**src/rtl/mii_frame_rx_pkg.sv**
```systemverilog
// Shared types and constants for the MII receive frame delineator.
package mii_pkg;

    typedef enum logic [1:0] {
        ST_IDLE,
        ST_PREAMBLE,
        ST_DATA,
        ST_DROP
    } rx_state_t;

    localparam logic [7:0]  PREAMBLE_BYTE = 8'h55;
    localparam logic [7:0]  SFD_BYTE      = 8'hD5;
    localparam logic [31:0] CRC_POLY      = 32'hEDB88320;
    localparam logic [31:0] CRC_INIT      = 32'hFFFFFFFF;
    localparam logic [31:0] CRC_RESIDUE   = 32'hDEBB20E3;

    localparam int unsigned DELAY_DEPTH = 5;
    localparam logic [10:0] LEN_SAT     = 11'd2047;

endpackage

```
**src/rtl/mii_frame_rx_if.sv**
```systemverilog
// Byte-in / payload-out bundle of the frame delineator; master is the delineator side.
interface mii_frame_rx_if;
    logic        in_rdy;
    logic [7:0]  in_data;
    logic        out_valid;
    logic [7:0]  out_data;
    logic        out_sof;
    logic        out_eof;
    logic        done;
    logic        ok;
    logic        crc_err;
    logic        len_err;
    logic [10:0] frame_len;

    modport master (
        input  in_rdy, in_data,
        output out_valid, out_data, out_sof, out_eof,
        output done, ok, crc_err, len_err, frame_len
    );

    modport slave (
        output in_rdy, in_data,
        input  out_valid, out_data, out_sof, out_eof,
        input  done, ok, crc_err, len_err, frame_len
    );
endinterface

```
**src/rtl/mii_frame_rx_crc32_d8.sv**
```systemverilog
// Combinational CRC-32 (reflected 0xEDB88320) update by one byte, LSB first.
module crc32_d8
    import mii_pkg::*;
(
    input  logic [31:0] crc_in,
    input  logic [7:0]  data_in,
    output logic [31:0] crc_out
);

    logic [31:0] c;
    logic        fb;

    always_comb begin
        c  = crc_in;
        fb = 1'b0;
        for (int unsigned i = 0; i < 8; i++) begin
            fb = c[0] ^ data_in[i];
            c  = {1'b0, c[31:1]} ^ (CRC_POLY & {32{fb}});
        end
        crc_out = c;
    end

endmodule

```
**src/rtl/mii_frame_rx.sv**
```systemverilog
// MII receive frame delineator: strips preamble/SFD, streams payload through a
// 5-byte delay line so the FCS is withheld, and reports CRC/length status.
module mii_frame_rx
    import mii_pkg::*;
#(
    parameter int unsigned GAP_CYCLES = 4,
    parameter int unsigned MIN_PRE    = 1,
    parameter int unsigned MIN_LEN    = 64,
    parameter int unsigned MAX_LEN    = 1518
) (
    input  logic           mii_clk,
    input  logic           reset,
    mii_frame_rx_if.master bus
);

    localparam logic [3:0]  GAP_LAST  = 4'(GAP_CYCLES - 1);
    localparam logic [3:0]  PRE_MIN   = 4'(MIN_PRE);
    localparam logic [2:0]  LINE_FULL = 3'(DELAY_DEPTH);
    localparam logic [10:0] LEN_MIN   = 11'(MIN_LEN);
    localparam logic [10:0] LEN_MAX   = (MAX_LEN > 2047) ? LEN_SAT : 11'(MAX_LEN);

    rx_state_t       state, state_next;
    logic [3:0]      gap_cnt;
    logic [3:0]      pre_cnt;
    logic [4:0][7:0] line;
    logic [2:0]      fill;
    logic            emitted;
    logic [31:0]     crc, crc_next;
    logic [10:0]     byte_cnt;

    logic gap_event;
    logic enter_data;
    logic data_byte;
    logic frame_end;
    logic is_pre, is_sfd;

    crc32_d8 u_crc (
        .crc_in  (crc),
        .data_in (bus.in_data),
        .crc_out (crc_next)
    );

    always_ff @(posedge mii_clk) begin
        if (reset) state <= ST_IDLE;
        else       state <= state_next;
    end

    always_comb begin
        is_pre     = (bus.in_data == PREAMBLE_BYTE);
        is_sfd     = (bus.in_data == SFD_BYTE);
        // in_rdy suppresses the gap event even on the cycle it would fire
        gap_event  = (state != ST_IDLE) && !bus.in_rdy && (gap_cnt == GAP_LAST);
        state_next = state;
        case (state)
            ST_IDLE: begin
                if (bus.in_rdy) begin
                    if (is_pre)      state_next = ST_PREAMBLE;
                    else if (is_sfd) state_next = (MIN_PRE == 0) ? ST_DATA : ST_DROP;
                    else             state_next = ST_DROP;
                end
            end
            ST_PREAMBLE: begin
                if (bus.in_rdy) begin
                    if (is_pre)      state_next = ST_PREAMBLE;
                    else if (is_sfd) state_next = (pre_cnt >= PRE_MIN) ? ST_DATA : ST_DROP;
                    else             state_next = ST_DROP;
                end else if (gap_event) begin
                    state_next = ST_IDLE;
                end
            end
            ST_DATA: if (gap_event) state_next = ST_IDLE;
            ST_DROP: if (gap_event) state_next = ST_IDLE;
            default: state_next = ST_IDLE;
        endcase
        enter_data = (state != ST_DATA) && (state_next == ST_DATA);
        data_byte  = (state == ST_DATA) && bus.in_rdy;
        frame_end  = (state == ST_DATA) && gap_event;
    end

    always_ff @(posedge mii_clk) begin
        if (reset) begin
            gap_cnt       <= '0;
            pre_cnt       <= '0;
            line          <= '0;
            fill          <= '0;
            emitted       <= 1'b0;
            crc           <= '0;
            byte_cnt      <= '0;
            bus.out_valid <= 1'b0;
            bus.out_data  <= '0;
            bus.out_sof   <= 1'b0;
            bus.out_eof   <= 1'b0;
            bus.done      <= 1'b0;
            bus.ok        <= 1'b0;
            bus.crc_err   <= 1'b0;
            bus.len_err   <= 1'b0;
            bus.frame_len <= '0;
        end else begin
            bus.out_valid <= 1'b0;
            bus.out_sof   <= 1'b0;
            bus.out_eof   <= 1'b0;
            bus.done      <= 1'b0;

            if (state == ST_IDLE || bus.in_rdy) gap_cnt <= '0;
            else if (gap_cnt != 4'hF)           gap_cnt <= gap_cnt + 4'd1;

            if (state == ST_IDLE && bus.in_rdy)
                pre_cnt <= 4'd1;
            else if (state == ST_PREAMBLE && bus.in_rdy && is_pre && pre_cnt != 4'hF)
                pre_cnt <= pre_cnt + 4'd1;

            if (enter_data) begin
                crc      <= CRC_INIT;
                byte_cnt <= '0;
                fill     <= '0;
                emitted  <= 1'b0;
            end

            if (data_byte) begin
                crc  <= crc_next;
                line <= {line[3:0], bus.in_data};
                if (byte_cnt != LEN_SAT) byte_cnt <= byte_cnt + 11'd1;
                if (fill != LINE_FULL)   fill     <= fill + 3'd1;
                if (fill == LINE_FULL) begin
                    bus.out_valid <= 1'b1;
                    bus.out_data  <= line[4];
                    bus.out_sof   <= !emitted;
                    emitted       <= 1'b1;
                end
            end

            if (frame_end) begin
                if (fill == LINE_FULL) begin
                    bus.out_valid <= 1'b1;
                    bus.out_data  <= line[4];
                    bus.out_sof   <= !emitted;
                    bus.out_eof   <= 1'b1;
                end
                bus.done      <= 1'b1;
                bus.frame_len <= byte_cnt;
                bus.crc_err   <= (crc != CRC_RESIDUE);
                bus.len_err   <= (byte_cnt < LEN_MIN) || (byte_cnt > LEN_MAX);
                bus.ok        <= (crc == CRC_RESIDUE) && (byte_cnt >= LEN_MIN) && (byte_cnt <= LEN_MAX);
            end
        end
    end

endmodule

```
**src/flat_wrapper.sv**
```systemverilog
// flat-port wrapper written by rule: the top's interface ports become plain ports
module mii_frame_rx_flat import mii_pkg::*;
#(
    parameter int unsigned GAP_CYCLES = 4,
    parameter int unsigned MIN_PRE    = 1,
    parameter int unsigned MIN_LEN    = 64,
    parameter int unsigned MAX_LEN    = 1518
)
  (mii_clk, reset, bus_in_rdy, bus_in_data, bus_out_valid, bus_out_data, bus_out_sof, bus_out_eof, bus_done, bus_ok, bus_crc_err, bus_len_err, bus_frame_len);
  mii_frame_rx_if bus_i ();
  input  logic mii_clk;
  input  logic reset;
  input wire logic [$bits(bus_i.in_rdy)-1:0] bus_in_rdy;
  input wire logic [$bits(bus_i.in_data)-1:0] bus_in_data;
  output wire logic [$bits(bus_i.out_valid)-1:0] bus_out_valid;
  output wire logic [$bits(bus_i.out_data)-1:0] bus_out_data;
  output wire logic [$bits(bus_i.out_sof)-1:0] bus_out_sof;
  output wire logic [$bits(bus_i.out_eof)-1:0] bus_out_eof;
  output wire logic [$bits(bus_i.done)-1:0] bus_done;
  output wire logic [$bits(bus_i.ok)-1:0] bus_ok;
  output wire logic [$bits(bus_i.crc_err)-1:0] bus_crc_err;
  output wire logic [$bits(bus_i.len_err)-1:0] bus_len_err;
  output wire logic [$bits(bus_i.frame_len)-1:0] bus_frame_len;
  assign bus_i.in_rdy = bus_in_rdy;
  assign bus_i.in_data = bus_in_data;
  assign bus_out_valid = bus_i.out_valid;
  assign bus_out_data = bus_i.out_data;
  assign bus_out_sof = bus_i.out_sof;
  assign bus_out_eof = bus_i.out_eof;
  assign bus_done = bus_i.done;
  assign bus_ok = bus_i.ok;
  assign bus_crc_err = bus_i.crc_err;
  assign bus_len_err = bus_i.len_err;
  assign bus_frame_len = bus_i.frame_len;
  mii_frame_rx #(.GAP_CYCLES(GAP_CYCLES), .MIN_PRE(MIN_PRE), .MIN_LEN(MIN_LEN), .MAX_LEN(MAX_LEN)) u_core (.mii_clk(mii_clk), .reset(reset), .bus(bus_i));
endmodule
```
**config.mk**
```make
export PLATFORM = sky130hd
export DESIGN_NAME = mii_frame_rx_flat
export DESIGN_NICKNAME = d
export VERILOG_FILES = /design/src/rtl/mii_frame_rx_pkg.sv /design/src/rtl/mii_frame_rx_if.sv /design/src/rtl/mii_frame_rx_crc32_d8.sv /design/src/rtl/mii_frame_rx.sv /design/src/flat_wrapper.sv
export SDC_FILE = /design/constraint.sdc
export NUM_CORES = 1
export LEC_CHECK = 0
export CORE_MARGIN = 10
export CORE_UTILIZATION = 55
export CTS_CLUSTER_SIZE = 12
export DETAILED_ROUTE_END_ITERATION = 6
export PLACE_DENSITY = 0.75
export RECOVER_POWER = 50
export SETUP_SLACK_MARGIN = 0.2
export SLEW_MARGIN = 30
export SYNTH_ARGS = -nofsm -noshare
export SYNTH_HDL_FRONTEND = slang
export SYNTH_SLANG_ARGS = --single-unit
```
**constraint.sdc**
```tcl
create_clock -name mii_clk -period 2.9 [get_ports mii_clk]
set_input_delay 0.58 -clock mii_clk [delete_from_list [all_inputs] [get_ports mii_clk]]
set_output_delay 0.58 -clock mii_clk [all_outputs]
set_load 0.05 [all_outputs]
```
==> impl_metrics.ini <==
[outcome]
status = completed

[sta]
skew_ns = 0.00868
tightestPinTransition_ns = 1.04
tns_ns = 0
finalCriticalPeriod_ns = 2.54
rsz0062_at_grt = false
max_freq_mhz = 394
slew-limit-headroom = 0.305
period_share = 0.875
maxSlewViolCount = 0
hold_violations = 0
setup_viol = 0

[logic_synthesis]
ys_top_cells_by_area = dfxtp_1, xnor2_1, nand2_1, a21oi_1, o221a_2
syn-num-nets = 620
synth_cells = 601
synth_top_area_share = 0.444
syn_avg_cell_area_sq_um = 9.24
seq_area_frac_synth = 0.444
yosys_warnings = 0
netlist_area_sq_um = 5550
yosys_register_bits = 123
synth_cell_types = 59
synth_edf_count = 0
ys.flop_type = dfxtp_1
yosys.area.top_type = dfxtp_1
async_flop_share = 0

[global_route]
track_usage = 0.184
antenna_found_initial = 0
grt_pass1_vias = 4458
grt-ovfl-total = 0
grt_pass1_wl_um = 21800
grt_max_degree = 62

[route]
drc = 0
wirelength_um = 12800
dr_total_vias = 4456
drt_first_pass_iters = 4
drt.antenna.violating_nets = 0
drt_iter0_drc = 464
vias_per_cell = 5.57
drt-wirelength-per-cell_um = 16.0

[worst_setup_path]
cp.buffers_inverters = 3
worstSetupStartpointType = input pin
crit_chain = dlygate4sd3_1, clkbuf_1, and3b_2, clkbuf_1, nand2b_1, mux2i_1, a311oi_1
crit_start = bus_in_rdy
cp_top_family = buffers and inverters
cp_common_cell = clkbuf_1
slowest_delay_ns = 0.80
critPathKind = in2reg
rr_startpoint = u_core.gap_cnt[0]
endpoint_kind = flop
crit_fanout = 24
cpMaxStageDelayCell = clkbuf_1
required_ns = 3.28
cp.arrival_ns = 2.91

[floorplanning]
die_height_um = 120
die-area_sq_um = 14500
die_x_um = 120
top_level_ports = 37
rows = 36
coreArea_sq_um = 9820
start_util = 0.565

[power_and_ir_drop]
switchingPower_mw = 1.40
ir_drop_mv = 0.414
leakage_nw = 2.49
pwr-share-comb = 0.212
p_per_area_nw_per_um2 = 794
pwr-share-clk = 0.445
p_int_mw = 4.05
swShare = 0.257
p_seq_frac = 0.343
p_total_mw = 5.45

[clock_network]
cts_tree = built
cts_buffer_depth = 2
cts-resized-gates = 0
h-tree-depth = 4
numCtsBuffers = 17
clock-sinks = 123
insertion_delay_ns = 0.53
hold_buffers = 0
cts-root-buf = clkbuf_8
clkTransAtPathRegs_ns = 0.06
post_cts_buffers = 0

[placement]
dpl_cell_area_sq_um = 6200
dp_hpwl_um = 8730
gp_congestion = 0.916
portBuffers = 36

[layout]
finalNetCount = 673
utilization = 0.699
fill_cells = 782
num_antenna_cells = 0
layout-drive-gt1-share = 0.147
layout_commonest_cell = dfxtp_1
stdcell_area_sq_um = 6860
mostFrequentLayoutCells = dfxtp_1, nand2_1, a21oi_1
syn_to_final_growth_pct = 23.6

[job]
drv_cap = 0

[min_path]
hp-class = reg2reg
hold_path_startpoint = u_core.emitted
==> layout make-up <==
| type | count | area [sq um] | share of cell area |
|---|---|---|---|
| timing repair buffer | 69 | 594 | 0.0866 |
| sequential | 123 | 2460 | 0.359 |
| clock buffer | 20 | 435 | 0.0635 |
| multi-input combinational | 433 | 2920 | 0.426 |
| inverter | 10 | 37.5 | 0.00547 |
| clock inverter | 12 | 243 | 0.0354 |
| tap | 133 | 166 | 0.0243 |
==> final timing paths <==
check | end | slack [ns] | depth (start not counted)
worst max register to register | u_core.bus.len_err | 0.43 | 7
worst min-delay path | u_core.bus.out_sof | 0.43 | 1
worst max-delay path | u_core.crc[23] | 0.36 | 7
worst min register to register | u_core.bus.out_sof | 0.43 | 1
==> metal layers <==
metal  wire length, um  GRT usage  up-vias  share of wire
met5                 0          0        -              0
met4               294     0.0882        0          0.023
met3               714     0.0479       23          0.056
met2              6070      0.295      133           0.47
met1              5710      0.225     2104           0.45
li1                  -          -     2196              -
==> power groups by stage <==
stage          Combinational (mW)  Clock, mW  Sequential (mW)
2_1_floorplan               0.872          0             1.87
3_3_place_gp                 1.13          0             1.89
3_5_place_dp                 1.15          0             1.90
4_1_cts                      1.16       2.44             1.86
5_1_grt                      1.25       2.51             1.88
6_report                     1.16       2.42             1.87
==> state kept, by name, indices dropped and copies added, names as in the netlist <==
register / flops
u_core.crc: 32
u_core.fill: 3
u_core.bus.out_valid: 1
u_core.bus.crc_err: 1
u_core.bus.frame_len: 11
u_core.line: 40
u_core.emitted: 1
u_core.bus.ok: 1
u_core.state: 2
u_core.gap_cnt: 4
u_core.bus.len_err: 1
u_core.bus.done: 1
u_core.pre_cnt: 4
u_core.bus.out_data: 8
u_core.byte_cnt: 11
u_core.bus.out_eof: 1
u_core.bus.out_sof: 1
==> Yosys cell counts (all sizes together), types with 3 or more instances <==
cell and instances:
dfxtp 123, nor4 4, xnor3 3, nand4 3, or2 5, nor2 34
a221oi 5, buf 9, o21ai 7, a211oi 4, o221a 21, a41oi 3
o21a 3, nand2b 3, xnor2 61, clkbuf 26, mux2i 12, inv 10
nand4b 4, nor3 20, o31ai 3, nand2 115, xor2 10, nor2b 3
a21oi 59, o311ai 3, nand3 8, ha 8
==> per-stage QoR <==
| stage | setup WS, ns | std cells | hold slack [ns] |
|---|---|---|---|
| final | 0.362 | 800 | 0.433 |
| after CTS | 0.452 | 800 | 0.432 |
| after global placement | 0.123 | 768 | 0.419 |
| after floorplan | 0.573 | 601 | 0.398 |
| after detailed placement | -0.0000471 | 768 | 0.423 |
| after global routing | 0.209 | 800 | 0.456 |
==> kinds of logic (layout without fill, tap and decap cells) <==
logic type / count (synthesis) / count (layout) / synth area share
buf+inv: 45 / 111 / 0.0316
simple gates: 219 / 219 / 0.183
mux: 12 / 12 / 0.0216
compound gates: 118 / 118 / 0.149
xor+xnor: 76 / 76 / 0.153
fa+ha+maj: 8 / 8 / 0.0180
flops: 123 / 123 / 0.444
Power figures use the tool's default switching activity.
